### src/rtl/score_keeper.sv
// Pong-style score keeper: counts ball/paddle contacts in BCD, tracks the high score
// and draws both as 3-digit seven-segment overlays with a one-cycle registered output.
module score_keeper #(
    parameter int SCORE_X = 16,
    parameter int HIGH_X  = 1160,
    parameter int FIELD_Y = 16,
    parameter int SEG_LEN = 16,
    parameter int SEG_W   = 4
) (
    input  logic              pixel_clk,
    input  logic              rst,
    input  logic              fsync,
    input  logic              game_over,
    input  logic              active_obj,
    input  logic              active_paddle,
    input  logic signed [11:0] hpos,
    input  logic signed [11:0] vpos,
    output logic [2:0][7:0]   pixel_score,
    output logic              active_score,
    output logic [11:0]       score_bcd,
    output logic [11:0]       high_bcd
);

    localparam int DW    = SEG_LEN + 2 * SEG_W;
    localparam int DH    = 2 * SEG_LEN + 3 * SEG_W;
    localparam int PITCH = DW + SEG_W;

    localparam logic [0:0] IDLE    = 1'b0;
    localparam logic [0:0] CONTACT = 1'b1;

    logic [0:0]      state_q, state_d;
    logic            hit_q, hit_d;
    logic            synced_q, synced_d;
    logic            go_q;
    logic [11:0]     score_q, score_d;
    logic [11:0]     high_q, high_d;
    logic [11:0]     snap_score_q, snap_score_d;
    logic [11:0]     snap_high_q, snap_high_d;
    logic [2:0][7:0] pix_q, pix_d;
    logic            act_q, act_d;

    logic            overlap, go_rise, go_fall;
    logic            score_on, high_on;
    int              hx, vy;

    // Saturating 3-digit BCD increment.
    function automatic logic [11:0] bcd_inc(input logic [11:0] v);
        logic [11:0] r;
        r = v;
        if (v != 12'h999) begin
            if (v[3:0] != 4'd9) begin
                r[3:0] = v[3:0] + 4'd1;
            end else begin
                r[3:0] = '0;
                if (v[7:4] != 4'd9) begin
                    r[7:4] = v[7:4] + 4'd1;
                end else begin
                    r[7:4]  = '0;
                    r[11:8] = v[11:8] + 4'd1;
                end
            end
        end
        return r;
    endfunction

    // Segment mask {a,b,c,d,e,f,g}; non-decimal codes stay dark.
    function automatic logic [6:0] seg_decode(input logic [3:0] code);
        logic [6:0] m;
        case (code)
            4'd0:    m = 7'b1111110;
            4'd1:    m = 7'b0110000;
            4'd2:    m = 7'b1101101;
            4'd3:    m = 7'b1111001;
            4'd4:    m = 7'b0110011;
            4'd5:    m = 7'b1011011;
            4'd6:    m = 7'b1011111;
            4'd7:    m = 7'b1110000;
            4'd8:    m = 7'b1111111;
            4'd9:    m = 7'b1111011;
            default: m = 7'b0000000;
        endcase
        return m;
    endfunction

    function automatic logic seg_lit(input logic [6:0] m, input int x, input int y);
        logic upper, lower, left, right;
        upper = (y < SEG_LEN + 2 * SEG_W);
        lower = (y >= SEG_LEN + SEG_W);
        left  = (x < SEG_W);
        right = (x >= DW - SEG_W);
        return (m[6] && (y < SEG_W))
            || (m[0] && (y >= SEG_LEN + SEG_W) && (y < SEG_LEN + 2 * SEG_W))
            || (m[3] && (y >= DH - SEG_W))
            || (m[5] && right && upper)
            || (m[1] && left && upper)
            || (m[4] && right && lower)
            || (m[2] && left && lower);
    endfunction

    // dx/dy are relative to the field's top-left corner.
    function automatic logic field_lit(input logic [11:0] bcd, input int dx, input int dy);
        logic       lit;
        logic [3:0] code;
        int         x0;
        lit = 1'b0;
        if (dy >= 0 && dy < DH) begin
            for (int unsigned i = 0; i < 3; i++) begin
                x0 = int'(i) * PITCH;
                case (i)
                    0:       code = bcd[11:8];
                    1:       code = bcd[7:4];
                    default: code = bcd[3:0];
                endcase
                if (dx >= x0 && dx < x0 + DW)
                    lit = lit | seg_lit(seg_decode(code), dx - x0, dy);
            end
        end
        return lit;
    endfunction

    assign overlap = active_obj & active_paddle;
    assign go_rise = game_over & ~go_q;
    assign go_fall = ~game_over & go_q;

    always_comb begin
        state_d      = state_q;
        score_d      = score_q;
        high_d       = high_q;
        synced_d     = synced_q | fsync;
        snap_score_d = fsync ? score_q : snap_score_q;
        snap_high_d  = fsync ? high_q : snap_high_q;

        // Hits before the first post-reset fsync belong to a partial frame and are dropped.
        if (game_over)
            hit_d = 1'b0;
        else if (fsync)
            hit_d = overlap;
        else
            hit_d = hit_q | (overlap & synced_q);

        if (game_over) begin
            state_d = IDLE;
            if (go_rise && (score_q > high_q))
                high_d = score_q;
        end else begin
            if (fsync) begin
                if (state_q == IDLE && hit_q) begin
                    state_d = CONTACT;
                    score_d = bcd_inc(score_q);
                end else if (state_q == CONTACT && !hit_q) begin
                    state_d = IDLE;
                end
            end
            if (go_fall)
                score_d = '0;
        end
    end

    always_comb begin
        hx       = int'(hpos);
        vy       = int'(vpos);
        score_on = 1'b0;
        high_on  = 1'b0;
        if (hx >= 0 && vy >= 0) begin
            score_on = field_lit(snap_score_q, hx - SCORE_X, vy - FIELD_Y);
            high_on  = field_lit(snap_high_q, hx - HIGH_X, vy - FIELD_Y);
        end
        act_d = score_on | high_on;
        if (score_on)
            pix_d = {8'hFF, 8'hFF, 8'hFF};
        else if (high_on)
            pix_d = {8'hFF, 8'hFF, 8'h00};
        else
            pix_d = '0;
    end

    always_ff @(posedge pixel_clk or posedge rst) begin
        if (rst) begin
            state_q      <= IDLE;
            hit_q        <= 1'b0;
            synced_q     <= 1'b0;
            go_q         <= 1'b0;
            score_q      <= '0;
            high_q       <= '0;
            snap_score_q <= '0;
            snap_high_q  <= '0;
            pix_q        <= '0;
            act_q        <= 1'b0;
        end else begin
            state_q      <= state_d;
            hit_q        <= hit_d;
            synced_q     <= synced_d;
            go_q         <= game_over;
            score_q      <= score_d;
            high_q       <= high_d;
            snap_score_q <= snap_score_d;
            snap_high_q  <= snap_high_d;
            pix_q        <= pix_d;
            act_q        <= act_d;
        end
    end

    assign pixel_score  = pix_q;
    assign active_score = act_q;
    assign score_bcd    = score_q;
    assign high_bcd     = high_q;

endmodule

### config.mk
export PLATFORM = sky130hd
export DESIGN_NAME = score_keeper
export DESIGN_NICKNAME = d
export VERILOG_FILES = /design/src/rtl/score_keeper.sv
export SDC_FILE = /design/constraint.sdc
export NUM_CORES = 1
export LEC_CHECK = 0
export ABC_AREA = 0
export CORE_AREA = 10 10 147 149
export DETAILED_ROUTE_END_ITERATION = 10
export DIE_AREA = 0 0 157 159
export SYNTH_ARGS = -nofsm -noshare
export SYNTH_HDL_FRONTEND = slang
export SYNTH_SLANG_ARGS = --single-unit
### constraint.sdc
create_clock -name pixel_clk -period 6.2 [get_ports pixel_clk]
set_clock_uncertainty 0.1 [all_clocks]
set_input_delay 0.62 -clock pixel_clk [delete_from_list [all_inputs] [get_ports pixel_clk]]
set_output_delay 0.62 -clock pixel_clk [all_outputs]
set_load 0.01 [all_outputs]
==> results of run 1 <==
==> state kept, by name, indices dropped and copies added (netlist names) <==
signal / cells
snap_high_q: 12
high_bcd: 12
snap_score_q: 12
active_score: 1
state_q: 1
synced_q: 1
go_q: 1
hit_q: 1
score_bcd: 12
pixel_score: 1
==> synthesized netlist by cell type, types with 14 or more instances <==
master,number
nand2_1,90
o21ai_0,69
ha_1,65
dfrtp_1,54
inv_1,52
nor2_1,45
a21oi_1,42
buf_4,24
nand3_1,20
clkbuf_1,19
nor3_1,15
xnor2_1,14
==> cells in the final DEF (no fill, tap or decap), types with 9 or more instances in the layout <==
master,instances
dfrtp_1,54
xor2_1,9
nand3_1,20
ha_1,65
nor2_1,45
inv_1,51
nor3_1,15
xnor2_1,14
nand4_1,11
a21oi_1,42
nand2_1,90
o21ai_0,69
or3_1,12
clkdlybuf4s50_1,78
nor2b_1,13
==> worst min-delay path by stage <==
| stage | start | cells after the start | slack (ns) | end |
|---|---|---|---|---|
| 2_1_floorplan | synced_q$_DFF_PP0_ | 1 | 0.32 | synced_q$_DFF_PP0_ |
| 3_3_place_gp | synced_q$_DFF_PP0_ | 1 | 0.34 | synced_q$_DFF_PP0_ |
| 3_5_place_dp | synced_q$_DFF_PP0_ | 1 | 0.34 | synced_q$_DFF_PP0_ |
| 4_1_cts | synced_q$_DFF_PP0_ | 1 | 0.35 | synced_q$_DFF_PP0_ |
| 5_1_grt | synced_q$_DFF_PP0_ | 1 | 0.38 | synced_q$_DFF_PP0_ |
| 6_report | synced_q$_DFF_PP0_ | 1 | 0.35 | synced_q$_DFF_PP0_ |
==> layout make-up <==
| class | instances | area, µm² |
|---|---|---|
| sequential | 54 | 1350 |
| clock buffer | 5 | 125 |
| fill | 1933 | 11800 |
| timing repair buffer | 80 | 796 |
| clock inverter | 3 | 45.0 |
| multi-input combinational | 571 | 3970 |
| tap | 234 | 293 |
| inverter | 52 | 195 |
==> metrics by stage <==
step,hold slack (ns),power [µW],utilization (%)
2_1_floorplan,0.323,782,-
6_report,0.354,1260,36.5
3_5_place_dp,0.339,950,35.5
3_3_place_gp,0.343,947,35.5
4_1_cts,0.355,1280,36.5
5_1_grt,0.377,1370,36.5
==> layer usage <==
layer  share of wire, %  vias to the layer above  routed length (µm)
met5                  0                        -                   0
met4                1.3                        0                 208
met3                6.7                       18                1060
met2                 43                      147                6840
met1                 48                     2493                7630
li1                   -                     2662                   -
==> cells by family (layout without fill, tap and decap cells) <==
group           count (synthesis)  after routing
compound gates                210            210
flops                          54             54
xor+xnor                       23             23
fa+ha+maj                      65             65
mux                            12             12
simple gates                  261            261
buf+inv                       109            140
==> power by group <==
part / switching [µW] / total, µW / internal, µW
Sequential: 72.4 / 464 / 391
Clock: 132 / 323 / 191
Combinational: 272 / 478 / 206
Total: 477 / 1260 / 788
==> impl_metrics.env, run 1 <==
export IMPL_run_status="finished clean"
export IMPL_first_pass_iters=5
export IMPL_synth_seq_cells=54
export IMPL_syn_inst=734
export IMPL_r2r_cells=12
export IMPL_cts_tree="built"
export IMPL_cp_max_fo=14
export IMPL_max_cap_viol_count=0
export IMPL_port_buffer_count=78
export IMPL_grt_pass1_wl_um=25400
export IMPL_synthMuxAreaShare_pct=2.22
export IMPL_met2_usage_pct=18.3
export IMPL_grt_overflow_total=0
export IMPL_synth_cell_type_count=84
export IMPL_synth_area_leaders="dfrtp_1 23%, ha_1 14%, o21ai_0 5.9%"
export IMPL_drc=0
export IMPL_synth_nets=829
export IMPL_numCtsBuffers=5
export IMPL_crit_family="compound AO/OA/AOI/OAI gates"
export IMPL_tns_ns=0
export IMPL_antenna_found_initial=0
export IMPL_fin_ws_ns=1.72
export IMPL_cts_repair_resized=0
export IMPL_synth_top_area_cell="dfrtp_1"
export IMPL_die_y_um=159
export IMPL_crit_end="active_score$_DFF_PP0_"
export IMPL_seq_area_frac_synth_pct=23.1
export IMPL_min_period_ns=4.48
export IMPL_r2r_slack_ns=3.38
export IMPL_synth_xor_area_share_pct=3.44
export IMPL_drt_wl_total_um=15700
export IMPL_grt_pass1_vias=4972
export IMPL_root_buffer="clkbuf_16"
export IMPL_syn_avg_cell_area_um2=7.98
export IMPL_via_count=5320
export IMPL_viasPerCell=5.33
export IMPL_ant_nets=0
export IMPL_peakVddDrop_v=0.000141
export IMPL_r2r_end="score_bcd[11]$_DFFE_PP0P_"
export IMPL_synth_warnings=0
export IMPL_setup_worst_path_start_class="input port"
export IMPL_fmax_mhz=223
export IMPL_power_leakage_uw=0.00275
export IMPL_fin_crit_sh_pct=72.2
export IMPL_hold_path_class="reg2reg"
export IMPL_setup_violations=0
export IMPL_synthSimpleGateAreaFrac_pct=23.3
export IMPL_post_cts_buffers=0
export IMPL_clk_pin_slew_ns=0.07
export IMPL_rsz0062_at_grt="no"
export IMPL_core_area_mm2=0.0186
export IMPL_drive_above_1_share_pct=6.93
export IMPL_worstSetupStartpoint="hpos[3]"
export IMPL_clock_sinks=54
export IMPL_dp_cells=991
export IMPL_synth_top_family_by_area="compound AO/OA/AOI/OAI gates"
export IMPL_ctsHoldBuffers=0
export IMPL_wl_per_cell_um=15.7
export IMPL_place_congestion=0.875
export IMPL_io_pins=79
export IMPL_synth_compound_area_share_pct=24.9
export IMPL_design_area_mm2=0.00678
export IMPL_grtUsageMet3_pct=2.97
export IMPL_htreeDepth=2
export IMPL_synth_edf_count=0
export IMPL_area_growth_pct=15.7
export IMPL_netlist_area_leader_share_pct=23.1
export IMPL_dpl_hpwl_um=12200
export IMPL_placed_cell_area_mm2=0.00661
export IMPL_async_flop_share_pct=100
export IMPL_power_density_mw_per_mm2=187
export IMPL_grt_busiest_layer="met2"
export IMPL_synthAdderAreaFrac_pct=13.9
export IMPL_floorplan_initialDensity_pct=31.5
export IMPL_worstPathRequired_ns=6.27
export IMPL_cp_end_kind="register"
export IMPL_slew_headroom_pct=36.5
export IMPL_ys_flop_type="dfrtp_1"
export IMPL_cts_max_path_buffers=2
export IMPL_instances_no_fill=999
export IMPL_worst_pin_slew_ns=0.949
export IMPL_cp_data_arrival_time_ns=4.54
export IMPL_max_stage_delay_ns=0.70
export IMPL_drt_iter0_drc=262
export IMPL_rows=50
export IMPL_r2r_start="score_bcd[1]$_DFFE_PP0P_"
export IMPL_design_die_area_mm2=0.0250
export IMPL_die_w_um=157
export IMPL_n_antenna_cell=0
export IMPL_post_place_ws_ns=1.58
export IMPL_report_final_slew_viol_count=0
export IMPL_grt_use_total_pct=12.0
export IMPL_critical_path_depth=13
export IMPL_grt_met1_usage_pct=16.5
export IMPL_slowest_stage="a2111oi_0"
export IMPL_clk_latency_ns=0.30
export IMPL_hold_violations=0
export IMPL_synth_cell_area_mm2=0.00586
export IMPL_grt_max_degree=55
export IMPL_crit_path_frequent_cell="a21oi_1"
export IMPL_worst_path_buf_inv=2
export IMPL_critPathKind="in2reg"
export IMPL_path_cells="clkdlybuf4s50_1 -> inv_1 -> ha_1 -> or3b_1 -> a21oi_1 -> xnor2_1 -> o21ai_1 -> a2111oi_0 -> a41oi_1 -> nand2_1 -> a311oi_1 -> nor4b_1 -> a21oi_1"
export IMPL_fin_nets=859
Note: power is estimated with default switching activity, not from simulation.
==> run 2: changes to the inputs <==
==> constraint.sdc (replaced) <==
create_clock -name pixel_clk -period 3.7 [get_ports pixel_clk]
set_clock_uncertainty 0.1 [all_clocks]
set_input_delay 0.37 -clock pixel_clk [delete_from_list [all_inputs] [get_ports pixel_clk]]
set_output_delay 0.37 -clock pixel_clk [all_outputs]
set_load 0.01 [all_outputs]
==> run 2 against run 1 <==
Sequential cell count did not move. Routed wire length rose by 4.6%. Worst setup slack got worse by 1.5 ns. Count of clock-buffer cells in the layout rose by 2. Largest cell class unchanged. Highest routed layer unchanged.
==> impl_metrics.env, run 2 (synthesis results as in run 1) <==
export IMPL_grt_use_total_pct=12.8
export IMPL_power_density_mw_per_mm2=297
export IMPL_met2_usage_pct=19.1
export IMPL_first_pass_iters=4
export IMPL_setup_violations=0
export IMPL_power_leakage_uw=0.00296
export IMPL_numCtsBuffers=5
export IMPL_layout_commonest_cell="nand2_1"
export IMPL_io_pins=79
export IMPL_drive_above_1_share_pct=11.9
export IMPL_grt_max_degree=48
export IMPL_fmax_mhz=289
export IMPL_drt_iter0_drc=298
export IMPL_rsz0062_at_grt="no"
export IMPL_fill_cells=1884
export IMPL_clk_latency_ns=0.30
export IMPL_grt_met1_usage_pct=18.2
export IMPL_report_final_slew_viol_count=0
export IMPL_die_y_um=159
export IMPL_max_stage_delay_ns=0.48
export IMPL_drc=0
export IMPL_worst_pin_slew_ns=0.730
export IMPL_n_antenna_cell=0
export IMPL_ctsHoldBuffers=0
export IMPL_slowest_stage="clkdlybuf4s50_1"
export IMPL_port_buffer_count=78
export IMPL_grt_overflow_total=0
export IMPL_min_period_ns=3.47
export IMPL_final_cell_mix="90 x nand2_1, 78 x clkdlybuf4s50_1, 69 x o21ai_0"
export IMPL_fin_crit_sh_pct=93.7
export IMPL_cp_end_kind="register"
export IMPL_grt_pass1_wl_um=26800
export IMPL_tns_ns=0
export IMPL_cp_data_arrival_time_ns=3.58
export IMPL_critPathKind="in2reg"
export IMPL_area_growth_pct=20.9
export IMPL_rows=50
export IMPL_root_buffer="clkbuf_16"
export IMPL_max_cap_viol_count=0
export IMPL_worstPathRequired_ns=3.82
export IMPL_cts_max_path_buffers=2
export IMPL_slew_headroom_pct=51.3
export IMPL_peakVddDrop_v=0.000242
export IMPL_clock_sinks=54
export IMPL_fin_nets=902
export IMPL_path_cells="clkdlybuf4s50_1 -> inv_1 -> ha_1 -> or3b_1 -> a21oi_2 -> xor2_1 -> o21ai_1 -> a2111oi_2 -> nor2_1 -> nor4_1 -> a21oi_1 -> nor4b_1 -> a21oi_1"
export IMPL_power_uw=2110
export IMPL_setup_worst_path_start_class="input port"
export IMPL_htreeDepth=2
export IMPL_grt_pass1_vias=5150
export IMPL_hold_path_class="reg2reg"
export IMPL_drt_wl_total_um=16500
export IMPL_crit_path_frequent_cell="a21oi_1"
export IMPL_floorplan_initialDensity_pct=31.5
export IMPL_hold_violations=0
export IMPL_place_congestion=0.914
export IMPL_dpl_hpwl_um=12900
export IMPL_viasPerCell=5.28
export IMPL_ant_nets=0
export IMPL_grtUsageMet3_pct=2.64
export IMPL_run_status="finished clean"
export IMPL_design_die_area_mm2=0.0250
export IMPL_grt_busiest_layer="met2"
export IMPL_wl_per_cell_um=15.8
export IMPL_antenna_found_initial=0
export IMPL_clk_pin_slew_ns=0.07
export IMPL_cts_tree="built"
export IMPL_die_w_um=157
export IMPL_via_count=5502
export IMPL_cp_max_fo=6
export IMPL_instances_no_fill=1042
export IMPL_core_area_mm2=0.0186
export IMPL_dp_cells=1034
## run 2: cell type report
class	count	area, µm²	share of cell area (%)
clock buffer	7	143	2.01
clock inverter	1	5.00	0.0707
inverter	52	195	2.76
multi-input combinational	571	3980	56.1
sequential	54	1350	19.1
tap	234	293	4.13
timing repair buffer	123	1120	15.8
## run 2: final timing paths
check,startpoint,end,slack (ns),cells past startpoint
worst max-delay path,hpos[5],active_score$_DFF_PP0_,0.23,13
worst min-delay path,synced_q$_DFF_PP0_,synced_q$_DFF_PP0_,0.35,1
worst max register to register,score_bcd[10]$_DFFE_PP0P_,high_bcd[0]$_DFFE_PP0P_,1.02,7
worst min register to register,synced_q$_DFF_PP0_,synced_q$_DFF_PP0_,0.35,1
max in group asynchronous,rst,snap_score_q[9]$_DFFE_PP0P_,2.35,3
min in group asynchronous,rst,score_bcd[6]$_DFFE_PP0P_,0.38,2
## run 2: report_power, final
group | switching, µW | internal [µW] | leakage, µW
combinational | 470 | 377 | 0.00225
clock | 212 | 269 | 0.0000739
sequential | 123 | 656 | 0.000633
## run 2: per-layer routing
| metal | share of wire (%) | vias to the layer above |
|---|---|---|
| li1 | - | 2753 |
| met1 | 48 | 2538 |
| met2 | 43 | 192 |
| met3 | 7.5 | 19 |
| met4 | 1.5 | 0 |
| met5 | 0 | - |
## run 2: stage by stage
step           hold WS, ns  worst slack, ns  instance area [µm²]  util, %
3_5_place_dp         0.340          -0.0531                 6930     37.3
5_1_grt              0.372           0.0321                 7080     38.1
6_report             0.353            0.234                 7080     38.1
2_1_floorplan        0.301            0.515                 5860        -
3_3_place_gp         0.339           0.0430                 6930     37.3
4_1_cts              0.355            0.215                 7080     38.1
## run 2: worst max-delay path: cells and delay by family
family / cells / cell delay (ns)
AOI/OAI and AO/OA: 5 / 1.06
xor gates and xnor gates: 1 / 0.25
adders and majority gates: 1 / 0.25
buffers and inverters: 2 / 0.58
and+or+nand+nor: 4 / 1.05
## run 2: repair_timing
action,in CTS,in global routing
setup buffers,0,0
gates resized for setup,0,2
endpoints found under the setup margin,0,1
